<file path="src/rtl/alu_pkg.sv">
// Shared ALU definitions: sequencer state encoding, width limits and byte width.
package alu_pkg;

  localparam int BYTE_W     = 8;
  localparam int NBYTES_MIN = 2;
  localparam int NBYTES_MAX = 8;

  localparam logic [1:0] ST_IDLE = 2'd0;
  localparam logic [1:0] ST_RUN  = 2'd1;
  localparam logic [1:0] ST_DONE = 2'd2;

  typedef enum logic [1:0] {
    S_IDLE = ST_IDLE,
    S_RUN  = ST_RUN,
    S_DONE = ST_DONE
  } seq_state_e;

endpackage

</file>
<file path="src/rtl/add_sequencer.sv">
// Byte-serial multi-precision add/subtract controller driving the shared 8-bit adder.
// Operands are stepped LSB-first, one byte per clock, with the carry chained in cbit_q.
//
// state | meaning
// IDLE  | waiting for start; adder released (add_en = 0)
// RUN   | one operand byte per cycle through the adder
// DONE  | one-cycle done pulse; result/carry/overflow valid
module add_sequencer
  import alu_pkg::*;
#(
  parameter int NBYTES = 4
) (
  input  logic                       clk,
  input  logic                       rst_n,
  input  logic                       start,
  input  logic                       sub,
  input  logic [BYTE_W*NBYTES-1:0]   op_a,
  input  logic [BYTE_W*NBYTES-1:0]   op_b,
  output logic                       busy,
  output logic                       done,
  output logic [BYTE_W*NBYTES-1:0]   result,
  output logic                       carry,
  output logic                       overflow,
  output logic [BYTE_W-1:0]          add_a,
  output logic [BYTE_W-1:0]          add_b,
  output logic                       add_cin,
  output logic                       add_en,
  input  logic [BYTE_W-1:0]          add_s,
  input  logic                       add_cout,
  input  logic                       add_over
);

  localparam int W  = BYTE_W * NBYTES;
  localparam int IW = $clog2(NBYTES);
  localparam logic [IW-1:0] IDX_LAST = IW'(NBYTES - 1);

  seq_state_e    state_q, state_d;
  logic [W-1:0]  a_q, a_d;
  logic [W-1:0]  b_q, b_d;
  logic [W-1:0]  result_q, result_d;
  logic [IW-1:0] idx_q, idx_d;
  logic          cbit_q, cbit_d;
  logic          carry_q, carry_d;
  logic          overflow_q, overflow_d;

  always_comb begin
    state_d    = state_q;
    a_d        = a_q;
    b_d        = b_q;
    result_d   = result_q;
    idx_d      = idx_q;
    cbit_d     = cbit_q;
    carry_d    = carry_q;
    overflow_d = overflow_q;
    add_en     = 1'b0;
    add_a      = '0;
    add_b      = '0;
    add_cin    = 1'b0;

    case (state_q)
      S_IDLE: begin
        if (start) begin
          // subtract as A + ~B + 1: the +1 enters as the byte-0 carry-in
          a_d      = op_a;
          b_d      = sub ? ~op_b : op_b;
          cbit_d   = sub;
          idx_d    = '0;
          result_d = '0;
          state_d  = S_RUN;
        end
      end
      S_RUN: begin
        add_en  = 1'b1;
        add_a   = a_q[{idx_q, 3'b000} +: BYTE_W];
        add_b   = b_q[{idx_q, 3'b000} +: BYTE_W];
        add_cin = cbit_q;
        result_d[{idx_q, 3'b000} +: BYTE_W] = add_s;
        cbit_d  = add_cout;
        if (idx_q == IDX_LAST) begin
          carry_d    = add_cout;
          overflow_d = add_over;
          state_d    = S_DONE;
        end else begin
          idx_d = idx_q + IW'(1);
        end
      end
      S_DONE: state_d = S_IDLE;
      default: state_d = S_IDLE;
    endcase
  end

  always_ff @(posedge clk or negedge rst_n) begin
    if (!rst_n) begin
      state_q    <= S_IDLE;
      a_q        <= '0;
      b_q        <= '0;
      result_q   <= '0;
      idx_q      <= '0;
      cbit_q     <= 1'b0;
      carry_q    <= 1'b0;
      overflow_q <= 1'b0;
    end else begin
      state_q    <= state_d;
      a_q        <= a_d;
      b_q        <= b_d;
      result_q   <= result_d;
      idx_q      <= idx_d;
      cbit_q     <= cbit_d;
      carry_q    <= carry_d;
      overflow_q <= overflow_d;
    end
  end

  assign busy     = (state_q != S_IDLE);
  assign done     = (state_q == S_DONE);
  assign result   = result_q;
  assign carry    = carry_q;
  assign overflow = overflow_q;

endmodule

</file>
<file path="config.mk">
export PLATFORM = sky130hd
export DESIGN_NAME = add_sequencer
export DESIGN_NICKNAME = d
export VERILOG_FILES = /design/src/rtl/alu_pkg.sv /design/src/rtl/add_sequencer.sv
export SDC_FILE = /design/constraint.sdc
export NUM_CORES = 1
export LEC_CHECK = 0
export BUFFER_PORTS_ARGS = -buffer_cell sky130_fd_sc_hd__buf_4
export CAP_MARGIN = 25
export CORE_ASPECT_RATIO = 2
export CORE_MARGIN = 1.5
export CORE_UTILIZATION = 25
export CTS_BUF_LIST = sky130_fd_sc_hd__clkbuf_8 sky130_fd_sc_hd__clkbuf_16
export DETAILED_ROUTE_END_ITERATION = 10
export PLACE_DENSITY = 0.53
export SYNTH_ARGS = -nofsm -noshare
export SYNTH_HDL_FRONTEND = slang
export SYNTH_SLANG_ARGS = --single-unit
</file>
<file path="constraint.sdc">
create_clock -name clk -period 2.6 [get_ports clk]
set_input_delay 0.52 -clock clk [delete_from_list [all_inputs] [get_ports clk]]
set_output_delay 0.52 -clock clk [all_outputs]
set_load 0.1 [all_outputs]
</file>
======== Word-level counts from Yosys, hierarchy flattened ========
Cells that the tools add are included.
word-level totals
  bits in registers ....................... 103
  input bits .............................. 78
  output and inout port bits .............. 54
cells by class
  $add $sub $neg .......................... 2
  equal/unequal tests ..................... 6
  shifts and indexed selects .............. 4
  mux-type cells .......................... 16
  bitwise gates (word level) .............. 1
  reductions and logical operators ........ 8
operators by type and width
  kind                      count
  $mux W32                  2
  $pmux W32 S2              1
  $shiftx A32 B6 Y8         2
  $bwmux W32                1
  $not A32 Y32              1
  $shift A8 B7 Y32 const A  1
  $shiftx A8 B7 Y32         1
  $mux W8                   2
  $mux W2                   4
  $pmux W2 S2               2
  $reduce_and A2 Y1         4
  $neg A5 Y7                1
  $ne A2 B2 Y1 const B      3
  $eq A2 B2 Y1 const B      2
  $reduce_bool A2 Y1        2
  $mux W1                   3
  $reduce_and A3 Y1         1
  $add A2 B1 Y2 const B     1
  $eq A2 B1 Y1 const B      1
  $logic_not A2 Y1          1
  $pmux W1 S2               1

======== Depth between registers and ports, before layout ========
Gate-level depths: netlist of run 1.
  word-level depth ........................ 4
  gate-level depth with buffers ........... 8

======== Worst setup path before layout of run 1 ========
OpenSTA, ideal clock, no wires.
  path kind ............................... reg-to-output
  start ................................... register state_q[1]
  end ..................................... output add_a[5]
  arrival time ............................ 2579 ps
  slack ................................... -499 ps
  stages on the path, launching flop included .. 5
  path buffers ............................ 1
  cells stage by stage .................... dfrtp_1 -> nand2b_2 -> inv_2 -> clkbuf_1 -> and2_1
on the way
  word-level cells in the longest chain between the ends .. 2
RTL lines
  item                      line                  text
  start: declaration        add_sequencer.sv:37   seq_state_e state_q, state_d;
  start signal: assignment  add_sequencer.sv:103  state_q <= state_d;
  $eq A2 B1 Y1              add_sequencer.sv:60   case (state_q)
  $mux W8                   add_sequencer.sv:60
  end: declaration          add_sequencer.sv:24   output logic [BYTE_W-1:0] add_a,
Every way passes these cells.

======== Worst setup path in the final report of run 1 ========
  start ................................... register idx_q[0]
  end ..................................... output add_b[6]
on the way
  word-level cells in the longest chain between the ends .. 2
RTL lines
  item                      line                  text
  start: declaration        add_sequencer.sv:41   logic [IW-1:0] idx_q, idx_d;
  start signal: assignment  add_sequencer.sv:107  idx_q <= idx_d;
  $shiftx A32 B6 Y8         add_sequencer.sv:75   add_b = b_q[{idx_q, 3'b000} +: BYTE_W];
  $mux W8                   add_sequencer.sv:60
  end: declaration          add_sequencer.sv:25   output logic [BYTE_W-1:0] add_b,
Every way passes these cells.

==> results of run 1 <==
## sequential cells by signal, indices dropped and copies added (netlist names)
| register | flops |
|---|---|
| a_q | 32 |
| b_q | 32 |
| result | 32 |
| idx_q | 2 |
| state_q | 2 |
| carry | 1 |
| cbit_q | 1 |
| overflow | 1 |
## cell families after synthesis
family,after synthesis,share of synthesized area (%)
adder cells (fa/ha/maj),6,1.60
XOR/XNOR,32,5.96
buffers and inverters,29,3.70
AND/OR/NAND/NOR,68,7.42
AO/OA/AOI/OAI,72,10.6
flip-flops,103,54.8
multiplexers,51,16.0
## final cells by class
type                       count  area share [%]
sequential                   103            41.7
multi-input combinational    229            31.7
timing repair buffer         138            17.4
tap                          216            4.37
clock buffer                   9            3.65
clock inverter                 7           0.770
inverter                       5           0.344
antenna                        1          0.0405
## critical path, cell delays in order, from the launching register on
cell,delay [ns]
dfrtp_2,0.39
buf_4,0.23
mux4_2,0.55
and2_1,0.18
buf_4,0.23
## cells in the mapped netlist, types with 2 or more instances
library cell / n / area share, %
buf_2: 13 / 1.4
mux2_2: 33 / 7.9
buf_6: 4 / 0.96
clkbuf_1: 2 / 0.16
buf_4: 5 / 0.80
inv_1: 4 / 0.32
mux4_2: 16 / 7.7
a21o_1: 4 / 0.64
dfrtp_1: 103 / 55
nand3b_1: 2 / 0.32
a21oi_1: 32 / 3.4
ha_1: 6 / 1.6
a22o_1: 32 / 6.0
nand2b_1: 2 / 0.27
xnor2_1: 32 / 6.0
and2_1: 17 / 2.3
nor2_1: 33 / 2.6
nor3_2: 2 / 0.43
nand2_1: 6 / 0.48
## metal layers
layer / wire length, um / share of wire [%] / track usage, %
met1: 4480 / 36 / 14.0
met5: 0 / 0 / 0
met2: 7160 / 58 / 25.0
met4: 354 / 2.9 / 6.57
met3: 408 / 3.3 / 2.02
## cell usage in the layout, fill, tap and decap left out, types with 9 or more instances in the layout
| master | Yosys | final |
|---|---|---|
| a21oi_1 | 32 | 32 |
| a22o_1 | 32 | 32 |
| and2_1 | 17 | 17 |
| buf_4 | 5 | 135 |
| clkbuf_16 | 0 | 9 |
| dfrtp_1 | 103 | 102 |
| mux2_2 | 33 | 33 |
| mux4_2 | 16 | 16 |
| nor2_1 | 33 | 33 |
| xnor2_1 | 32 | 32 |
## metrics by stage
stage	utilization [%]	setup WS (ns)	hold WS [ns]	cells
finish	33.6	0.162	0.132	708
global route	33.6	0.0771	0.160	708
CTS	33.6	0.0717	0.142	707
detailed placement	32.1	0.459	0.469	691
global placement	32.1	0.512	0.466	691
floorplan	-	0.00327	0.224	361
## worst paths after layout
kind | from | end | slack [ns] | cells after the start
min | rst_n | a_q[25] | 0.13 | 1
max reg2reg | idx_q[1] | result[8] | 0.47 | 6
max in group asynchronous | rst_n | b_q[14] | 1.84 | 2
min reg2reg | a_q[30] | a_q[30] | 0.48 | 1
min in group clk | op_a[30] | a_q[30] | 0.39 | 2
max | idx_q[0] | add_b[6] | 0.16 | 4
==> run summary, run 1 <==
Post-synth EDFFs - 0
CP max FO - 12
Clock transition at path regs - 0.07 ns
Die X - 100 um
post-route ant nets - 0
Finished Cell Area - 6180 um^2
Clock Tree Buf Depth - 2
Setup Viol. Count Final - 0
synthesized flop and latch total - 103
Layout area overhead - 31.3%
Post-Route Skew - 0.00870 ns
Clock Latency Late Sink - 0.35 ns
pin count of the biggest net entering global routing - 100
Worst-Margin Slew - 0.661 ns
Avg Vias per Cell - 4.63
minimum clock period - 2.44 ns
worst hold path type - primary input to asynchronous set/reset pin
Final Hold Fails - 0
hold buffers post-CTS - 0
Ys Warns - 0
1st-pass router iterations - 4
max-slew violations - 0
Avg WL per Cell - 17.5 um
Crit. End Element - output port
part of the Yosys area used for sequential elements - 54.8%
area of the multi-input gates - 1960 um^2
Most used DFF post-synth - dfrtp_1
CTS Buf Count - 9
CTS Sinks - 103
post_cts resized - 0
first-pass GRT wire length - 19.9 mm
Post-Syn Nets - 445
outcome - finished, final reports clean
vias in the first global route - 3606
Vert. Die Dim - 197 um
period utilization - 93.8%
CTS HTree Levels - 3
achievable frequency - 410 MHz
RSZ-0062 raised after global routing - no
routed wire length - 12.4 mm
die area - 19700 um^2
I/O Buffers - 131
Placed Area - 5900 um^2
Seq. cell area - 2580 um^2
clk root buf - clkbuf_16
core box area - 18400 um^2
synthesized area - 4710 um^2
Residual DRC - 0
CTS tree - done
startpoint types - flop
layout cell share with drive strength beyond 1 - 42.8%
remaining global-route overflow - 0
cell count after synthesis - 361
DP Wirelength - 9.12 mm
Setup Buffers After CTS - 0
Rows - 70
Max Cap Viol - 0
Worst EP required - 2.08 ns
Slew headroom - 55.7%
CP Data Arrival Time - 1.92 ns
All-Layer GR Usage - 13.3%
Setup TNS - 0 ns
top-level I/O count - 132
vias after detailed routing - 3280
initial core utilization - 25.6%
Setup CP Type - flop to output port
syn_area_per_cell - 13.0 um^2
FFs w/ async S/R, synth - 100%
FILL cells - 1851
drt initial violations - 93
number of nets in the layout - 570
post-synth cell types - 32
Placer Congestion - 0.803
initial antenna violation count - 1
Power of run 1 is not shown: default switching activity piles up to over one toggle a cycle in this logic, so the estimate is an artifact.
==> run 2, diff against run 1 <==
Settings changed: GPL_TIMING_DRIVEN set to 0.
==> run summary, run 2 (synthesized netlist as in run 1, its figures left out) <==
outcome - finished, final reports clean
slowest CP cell - dfrtp_1
Setup CP Type - flop to output port
RSZ-0062 raised after global routing - no
buffers plus inverters on the worst setup path - 3 (+1)
routed wire length - 13.3 mm (+7.1%)
core box area - 18400 um^2 (unchanged)
crit-path leading delay family - buffers and inverters
most frequent cells in the layout - 135 x buf_4, 102 x dfrtp_1, 33 x nor2_1, 33 x mux2_2
first-pass GRT wire length - 20.3 mm (+2.3%)
remaining global-route overflow - 0 (unchanged)
CTS HTree Levels - 3 (unchanged)
Clock transition at path regs - 0.07 ns (about the same)
All-Layer GR Usage - 13.7% (+0.42 points)
final worst slack - 0.114 ns (-0.0477 ns)
Setup Viol. Count Final - 0 (unchanged)
CP max FO - 10 (-2)
layout cell share with drive strength beyond 1 - 44.4% (+1.6 points)
Worst EP required - 2.08 ns (about the same)
CP Data Arrival Time - 1.97 ns (+0.05 ns)
startpoint types - flop
Setup TNS - 0 ns (unchanged)
Clock Tree Buf Depth - 2 (unchanged)
Layout area overhead - 33.7%
CTS Sinks - 103 (unchanged)
CTS tree - done
FILL cells - 1873 (+1.2%)
Largest stage delay, worst path - 0.46 ns (-0.09 ns)
post-route ant nets - 0 (unchanged)
Avg WL per Cell - 18.4 um (+4.9%)
CTS Buf Count - 9 (unchanged)
Post-Route Skew - 0.00876 ns (+0.0000631 ns)
1st-pass router iterations - 4 (unchanged)
Setup Buffers After CTS - 0 (unchanged)
pre-CTS WS - 0.133 ns (-0.326 ns)
period utilization - 95.6% (+1.8 points)
leading cell type in the layout, fill and taps excluded - buf_4
max-slew violations - 0 (unchanged)
minimum clock period - 2.49 ns (+0.0477 ns)
number of nets in the layout - 587 (+3.0%)
vias in the first global route - 3528 (-2.2%)
die area - 19700 um^2 (unchanged)
Layout Cells excl Fill - 723 (+2.1%)
Rows - 70 (unchanged)
initial core utilization - 25.6% (unchanged)
I/O Buffers - 130 (-0.76%)
Max Cap Viol - 0 (unchanged)
DP Wirelength - 10.0 mm (+10%)
Avg Vias per Cell - 4.63 (-0.16%)
n_diodes - 0 (-1)
drt initial violations - 92 (-1.1%)
Die X - 100 um (unchanged)
Clock Latency Late Sink - 0.34 ns (about the same)
vias after detailed routing - 3344 (+2.0%)
top-level I/O count - 132 (unchanged)
Crit. End Element - output port
crit path cell chain - nand2b_2, inv_2, clkbuf_2, and2_1, buf_4
pin count of the biggest net entering global routing - 57 (-43%)
Placer Congestion - 0.770 (-4.1%)
clk root buf - clkbuf_16
Residual DRC - 0 (unchanged)
initial antenna violation count - 0 (-1)
Core Util, Final - 34.2% (+0.61 points)
Vert. Die Dim - 197 um (unchanged)
Worst-Margin Slew - 0.768 ns (+0.107 ns)
worst hold path type - primary input to asynchronous set/reset pin
Cells after DPL - 708 (+2.5%)
achievable frequency - 402 MHz (-1.9%)
hold buffers post-CTS - 0 (unchanged)
Final Hold Fails - 0 (unchanged)
Slew headroom - 48.8% (-6.9 points)
[run 2: path summary, 6_finish.rpt]
path / start / to / slack, ns / cells past startpoint
worst max-delay path: state_q[1] / add_b[7] / 0.11 / 5
worst min-delay path: rst_n / a_q[18] / 0.23 / 1
worst max register to register: idx_q[1] / result[10] / 0.44 / 7
worst min register to register: a_q[30] / a_q[30] / 0.50 / 1
max in group asynchronous: rst_n / idx_q[0] / 1.64 / 2
min in group clk: op_a[30] / a_q[30] / 0.39 / 2
[run 2: area by class of cell]
class                           instances  area [um^2]  share of cell area, %
Tap cell                              216          270                   4.30
Buffer                                 24          176                   2.80
Inverter                                5         18.8                  0.298
Sequential cell                       103         2580                   41.0
Clock buffer                            9          225                   3.58
Multi-Input combinational cell        229         1950                   31.1
Timing Repair Buffer                  131         1000                   16.0
Clock inverter                          6         62.6                  0.995
[run 2: per-layer routing]
layer | GRT usage, % | up-vias | share of wire, %
met2 | 26.1 | 102 | 57
met5 | 0 | - | 0
met3 | 1.95 | 10 | 3.8
met4 | 4.54 | 0 | 1.6
met1 | 15.3 | 1667 | 38
li1 | - | 1565 | -
[run 2: worst reg2reg max path: cells and delay by family (launching register included)]
kind                     cells  cell delay, ns
buffers and inverters        4            0.65
AO/OA/AOI/OAI                1            0.22
adder cells (fa/ha/maj)      1            0.34
AND/OR/NAND/NOR              1            0.50
flip-flops                   1            0.40
[run 2: metrics by stage]
stage / hold slack, ns / cell area, um^2
detailed placement: 0.485 / 5980
global placement: 0.472 / 5950
CTS: 0.261 / 6280
floorplan: 0.224 / 4710
finish: 0.233 / 6290
global route: 0.291 / 6290
[run 2: timing repair]
action	CTS	global route
pin swaps	0	0
endpoints found under the setup margin	17	16
gates resized for setup	4	5
endpoints found under the hold margin	0	0
gates cloned	0	0
Power of run 2 is left out for the same reason.
